==> config.mk <==
export PLATFORM = sky130hd
export DESIGN_NAME = biriscv_div_scheduler
export DESIGN_NICKNAME = d
export VERILOG_FILES = /design/src/rtl/biriscv_div_scheduler.sv
export SDC_FILE = /design/constraint.sdc
export NUM_CORES = 1
export LEC_CHECK = 0
export ABC_AREA = 0
export ABC_CLOCK_PERIOD_IN_PS = 1900
export CELL_PAD_IN_SITES_DETAIL_PLACEMENT = 0
export CELL_PAD_IN_SITES_GLOBAL_PLACEMENT = 1
export CORE_AREA = 2 2 150 152
export CTS_BUF_LIST = sky130_fd_sc_hd__clkbuf_2 sky130_fd_sc_hd__clkbuf_4 sky130_fd_sc_hd__clkbuf_8
export CTS_CLUSTER_SIZE = 25
export DETAILED_ROUTE_END_ITERATION = 7
export DIE_AREA = 0 0 152 154
export PLACE_DENSITY_LB_ADDON = 0.1
export SLEW_MARGIN = 20
export SYNTH_ARGS = -nofsm -noshare
export SYNTH_HDL_FRONTEND = slang
export SYNTH_SLANG_ARGS = --single-unit
export TNS_END_PERCENT = 20
==> constraint.sdc <==
create_clock -name clk_i -period 1.9 [get_ports clk_i]
set_input_delay 0.38 -clock clk_i [delete_from_list [all_inputs] [get_ports clk_i]]
set_output_delay 0.38 -clock clk_i [all_outputs]
set_load 0.05 [all_outputs]
==> src/rtl/biriscv_div_scheduler.sv <==
// Shares one iterative divider between both issue slots; accept -> div_valid_o next cycle, wb one cycle after div_done_i.
// Requests wait (ready low) while an op is outstanding; flush kills it. `DIV_SCHED_ZERO_BYPASS_EN` answers rb==0 locally.
module biriscv_div_scheduler #(
  parameter int MAX_DIV_CYCLES = 34
) (
  input  logic        clk_i,
  input  logic        rst_ni,
  input  logic        req0_valid_i,
  input  logic [31:0] req0_opcode_i,
  input  logic [31:0] req0_ra_i,
  input  logic [31:0] req0_rb_i,
  input  logic [4:0]  req0_rd_idx_i,
  output logic        req0_ready_o,
  input  logic        req1_valid_i,
  input  logic [31:0] req1_opcode_i,
  input  logic [31:0] req1_ra_i,
  input  logic [31:0] req1_rb_i,
  input  logic [4:0]  req1_rd_idx_i,
  output logic        req1_ready_o,
  input  logic        flush_i,
  output logic        div_valid_o,
  output logic [31:0] div_opcode_o,
  output logic [31:0] div_ra_o,
  output logic [31:0] div_rb_o,
  input  logic        div_done_i,
  input  logic [31:0] div_result_i,
  output logic        wb_valid_o,
  output logic        wb_slot_o,
  output logic [4:0]  wb_rd_idx_o,
  output logic [31:0] wb_value_o,
  output logic        busy_o,
  output logic        err_o
);

  localparam int CW = $clog2(MAX_DIV_CYCLES + 1);

  typedef enum logic [2:0] {
    S_IDLE,
    S_ISSUE,
    S_WAIT,
    S_DRAIN,
    S_BYPASS
  } state_t;

  state_t        state, state_nxt;
  logic          rr_ptr;
  logic [31:0]   opcode_q, ra_q, rb_q, result_q;
  logic [4:0]    rd_q;
  logic          slot_q;
  logic [CW-1:0] cnt;
  logic          wb_q, err_q;

  logic          gnt0, gnt1, accept, timeout, wb_set, err_set, to_bypass;
  logic [31:0]   sel_opcode, sel_ra, sel_rb;
  logic [4:0]    sel_rd;

  // Round-robin only matters when both slots ask; a lone request always wins.
  assign gnt0 = req0_valid_i & (~req1_valid_i | ~rr_ptr);
  assign gnt1 = req1_valid_i & (~req0_valid_i | rr_ptr);

  assign req0_ready_o = (state == S_IDLE) & gnt0 & ~flush_i;
  assign req1_ready_o = (state == S_IDLE) & gnt1 & ~flush_i;
  assign accept       = req0_ready_o | req1_ready_o;

  assign sel_opcode = gnt1 ? req1_opcode_i : req0_opcode_i;
  assign sel_ra     = gnt1 ? req1_ra_i     : req0_ra_i;
  assign sel_rb     = gnt1 ? req1_rb_i     : req0_rb_i;
  assign sel_rd     = gnt1 ? req1_rd_idx_i : req0_rd_idx_i;

`ifdef DIV_SCHED_ZERO_BYPASS_EN
  assign to_bypass = accept & (sel_rb == 32'd0);
`else
  assign to_bypass = 1'b0;
`endif

  assign timeout = (cnt == CW'(MAX_DIV_CYCLES - 1));

  always_comb begin
    state_nxt = state;
    wb_set    = 1'b0;
    err_set   = 1'b0;
    unique case (state)
      S_IDLE: begin
        if (accept) state_nxt = to_bypass ? S_BYPASS : S_ISSUE;
      end
      S_ISSUE: begin
        state_nxt = flush_i ? S_IDLE : S_WAIT;
      end
      S_WAIT: begin
        // A result arriving with flush is simply dropped; nothing is left in flight.
        if (div_done_i) begin
          state_nxt = S_IDLE;
          wb_set    = ~flush_i;
        end else if (timeout) begin
          state_nxt = S_IDLE;
          err_set   = 1'b1;
        end else if (flush_i) begin
          state_nxt = S_DRAIN;
        end
      end
      S_DRAIN: begin
        if (div_done_i) begin
          state_nxt = S_IDLE;
        end else if (timeout) begin
          state_nxt = S_IDLE;
          err_set   = 1'b1;
        end
      end
      S_BYPASS: begin
        state_nxt = S_IDLE;
      end
      default: begin
        state_nxt = S_IDLE;
      end
    endcase
  end

  always_ff @(posedge clk_i or negedge rst_ni) begin
    if (!rst_ni) begin
      state    <= S_IDLE;
      rr_ptr   <= 1'b0;
      opcode_q <= '0;
      ra_q     <= '0;
      rb_q     <= '0;
      rd_q     <= '0;
      slot_q   <= 1'b0;
      result_q <= '0;
      cnt      <= '0;
      wb_q     <= 1'b0;
      err_q    <= 1'b0;
    end else begin
      state <= state_nxt;
      wb_q  <= wb_set;
      if (err_set) err_q <= 1'b1;
      if (accept) begin
        rr_ptr   <= ~gnt1;
        opcode_q <= sel_opcode;
        ra_q     <= sel_ra;
        rb_q     <= sel_rb;
        rd_q     <= sel_rd;
        slot_q   <= gnt1;
        cnt      <= '0;
      end else if ((state == S_WAIT) || (state == S_DRAIN)) begin
        cnt <= cnt + 1'b1;
      end
      if (wb_set) begin
        result_q <= div_result_i;
      end else if (to_bypass) begin
        // funct3[1] distinguishes REM/REMU (remainder = dividend) from DIV/DIVU (all ones).
        result_q <= sel_opcode[13] ? sel_ra : 32'hFFFF_FFFF;
      end
    end
  end

  assign div_valid_o  = (state == S_ISSUE) & ~flush_i;
  assign div_opcode_o = opcode_q;
  assign div_ra_o     = ra_q;
  assign div_rb_o     = rb_q;

`ifdef DIV_SCHED_ZERO_BYPASS_EN
  assign wb_valid_o = wb_q | ((state == S_BYPASS) & ~flush_i);
`else
  assign wb_valid_o = wb_q;
`endif
  assign wb_slot_o   = slot_q;
  assign wb_rd_idx_o = rd_q;
  assign wb_value_o  = result_q;
  assign busy_o      = (state != S_IDLE);
  assign err_o       = err_q;

endmodule

==> out/qor.tcl <==
set qor(timing.setup.tns_ps) -60.6
set qor(io_buffer_count) 379
set qor(number_of_antenna_violations_at_the_first_check_in_global_routing) 0
set qor(maxcap_violations) 0
set qor(grt_first_pass_wirelength_microns) 36700
set qor(chipWidth_microns) 152
set qor(mostFrequentLayoutCell) {clkdlybuf4s50_1}
set qor(synth-xor-area-share) 0.00564
set qor(tritoncts_clock_tree) {done}
set qor(post-dp-hpwl_microns) 17100
set qor(worst_margin_pin_slew_ps) 573
set qor(syn_inst) 469
set qor(layout.nets) 1094
set qor(wl_per_cell_microns) 20.6
set qor(share_of_final_layout_standard_cells_stronger_than_drive_strength_1) 0.247
set qor(grtUsageTotal) 0.201
set qor(synth-edff-count) 0
set qor(worst_r2r_endpoint) {div_ra_o[18]}
set qor(diodes) 0
set qor(worst_setup_path_start_kind) {primary input}
set qor(synth.cell_area_sq_um) 6210
set qor(coreArea_sq_um) 21700
set qor(max_clock_freq_mhz) 510
set qor(synth.largest_area_cell) {dfrtp_1}
set qor(layout.cell_area.non_filler_sq_um) 10700
set qor(grt_setup_unrepaired) {yes}
set qor(initial_util) 0.286
set qor(ys.warnings.count) 0
set qor(multi_input_logic_area_sq_um) 2370
set qor(post_synth_fa_ha_maj_area_fraction) 0.00403
set qor(report.final.setup_viol) 1
set qor(cts_num_sinks) 145
set qor(ff2ff_setup_slack_ps) 300
set qor(synth.top_cells.by_area) {dfrtp_1 (58%), a221o_1 (12%), and3_1 (7.8%)}
set qor(largest_family_of_logic_cells_by_synthesized_area) {compound AO/OA/AOI/OAI gates}
set qor(worst_ep_required_time_ps) 1520
set qor(layout_common_cells) {clkdlybuf4s50_1 (238), dfrtp_1 (144), buf_4 (98)}
set qor(yosys.area.top_type_share) 0.585
set qor(synth_sequential_area_ratio) 0.585
set qor(yosys_most_used_dff) {dfrtp_1}
set qor(number_of_global_route_vias_before_repair) 6107
set qor(post-route-min-period_ps) 1960
set qor(max-clock-path-buffers) 2
set qor(clock_insertion_delay_worst_skew_ps) 460
set qor(fin_skew_ps) 16.8
set qor(power.density_nw_per_um2) 1720
set qor(synth-compound-area-share) 0.180
set qor(critPathKind) {in -> out}
set qor(cell_rows) 54
set qor(area.growth.synth_to_final_pct) 72.3
set qor(detailedRoute.firstIterationViolations) 240
set qor(routed-via-count) 5765
set qor(synthSimpleGateAreaFrac) 0.128
set qor(syn-num-nets) 711
set qor(pre_cts_ws_ps) -158
set qor(finalWeightedCongestion) 0.850
set qor(synth_seq_cells) 145
set qor(sequential_standard_cell_area_sq_um) 3630
set qor(synth.mux.area_fraction) 0.0581
set qor(hold_slack_ps) 393
set qor(cts-root-buf) {clkbuf_8}
set qor(maximum_number_of_pins_on_one_net_before_global_route_repair) 55
set qor(outcome) {finished, violations left}
set qor(timing.final.hold_violations) 0
set qor(route.detailed.drc) 0
set qor(r2r_cells) 6
set qor(gr-total-overflow) 0
set qor(leakage_nw) 4.92
set qor(drt_first_pass_iters) 4
set qor(cts-htree-levels) 4
set qor(maximum_fanout_encountered_on_the_critical_timing_path) 4
set qor(cp-end-kind) {primary output}
set qor(synthesized_area_divided_by_synthesized_cell_count_sq_um) 13.2
set qor(dpl_cell_area_sq_um) 10300
set qor(power_mw) 18.3
set qor(die_y_microns) 154
set qor(fillCellCount) 1951
set qor(final.setup.worst_slack_ps) -60.6
set qor(hold_path.class) {in -> async}
set qor(io_pins) 380
set qor(rr_startpoint) {state[1]}
set qor(fin_crit_sh) 1.03
set qor(clkSlewWorstSetupHoldPaths_ps) 100
set qor(final_util) 0.493
set qor(dpl.cell_count) 1107
set qor(max-slew-margin-rel) 0.614
set qor(timing.final.max_slew_violations) 0
set qor(synth_cell_types) 36
set qor(synthArstFlopShare) 1.00
set qor(numCtsBuffers) 17
set qor(peakVddDrop_mv) 0.791
set qor(finalNonFillerCells) 1145
set qor(critical_path_arrival_ps) 1580
set qor(routed_wirelength_microns) 23600
set qor(failing_checks) {negative setup slack}
set qor(via_cell_ratio) 5.03
set qor(antenna_violating_nets_post_route) 0
set qor(die-area_sq_um) 23400
-- state kept, by name, summed over array words and instances, names as in the netlist --
| signal | count |
|---|---|
| cnt | 6 |
| div_opcode_o | 32 |
| div_ra_o | 32 |
| div_rb_o | 32 |
| err_o | 1 |
| rr_ptr | 1 |
| state | 2 |
| wb_rd_idx_o | 5 |
| wb_slot_o | 1 |
| wb_valid_o | 1 |
| wb_value_o | 32 |
-- cell usage after synthesis (2+ instances only) --
cell,instances
ha_1,2
a21o_1,2
nand4_1,2
and3_1,77
o21ai_0,4
a221o_1,77
buf_2,20
nor2_1,5
xor2_1,3
nand2_1,4
nand3b_1,24
mux2_2,32
o221a_2,24
inv_1,2
nand2b_1,2
buf_4,4
clkbuf_1,21
buf_6,2
dfrtp_1,145
-- layer usage --
| layer | up-vias | routed length (microns) | track usage |
|---|---|---|---|
| li1 | 2617 | - | - |
| met1 | 2860 | 9500 | 0.239 |
| met2 | 252 | 12100 | 0.347 |
| met3 | 36 | 1440 | 0.0558 |
| met4 | 0 | 618 | 0.0739 |
| met5 | - | 0 | 0 |
-- cells by family after synthesis --
logic type	Yosys count
flops	145
simple gates	123
compound gates	113
buf+inv	50
mux	32
xor+xnor	4
fa+ha+maj	2
-- worst max-delay path, stage by stage --
cell and delay, ps:
clkdlybuf4s50_1 470, nor3_4 290, buf_6 150, and2_4 150, buf_12 130
-- worst max path at each step --
stage,startpoint,endpoint,slack (ps),depth (start not counted)
2_1_floorplan,state[1],req0_ready_o,60,4
3_3_place_gp,flush_i,req0_ready_o,-160,5
3_5_place_dp,flush_i,div_rb_o[27],-160,6
4_1_cts,state[0],req0_ready_o,-140,4
5_1_grt,state[1],req0_ready_o,-140,4
6_report,flush_i,req0_ready_o,-60,5
-- final cells by class --
class | count | share of cell area
clock buffers | 17 | 0.0219
clock inverters | 15 | 0.0138
inverters | 3 | 0.00129
multi-input cells | 274 | 0.222
well taps | 280 | 0.0328
repair buffers | 411 | 0.369
flip-flops and latches | 145 | 0.339
-- report_power, final --
group	internal [mW]	switching [mW]	leakage, nW	total [mW]
clock	1.08	1.36	0.197	2.44
sequential	4.53	0.859	1.76	5.38
combinational	3.52	7.00	2.96	10.5
total	9.12	9.22	4.92	18.3
-- repair_timing --
item                       CTS  global route
cloned                       0             0
pin swaps                    1             1
setup buffers                3             2
hold endpoints to repair    32             0
hold buffers                 1             0
resized for setup           61             2
setup endpoints to repair   60             4
Power figures use the tool's default switching activity.
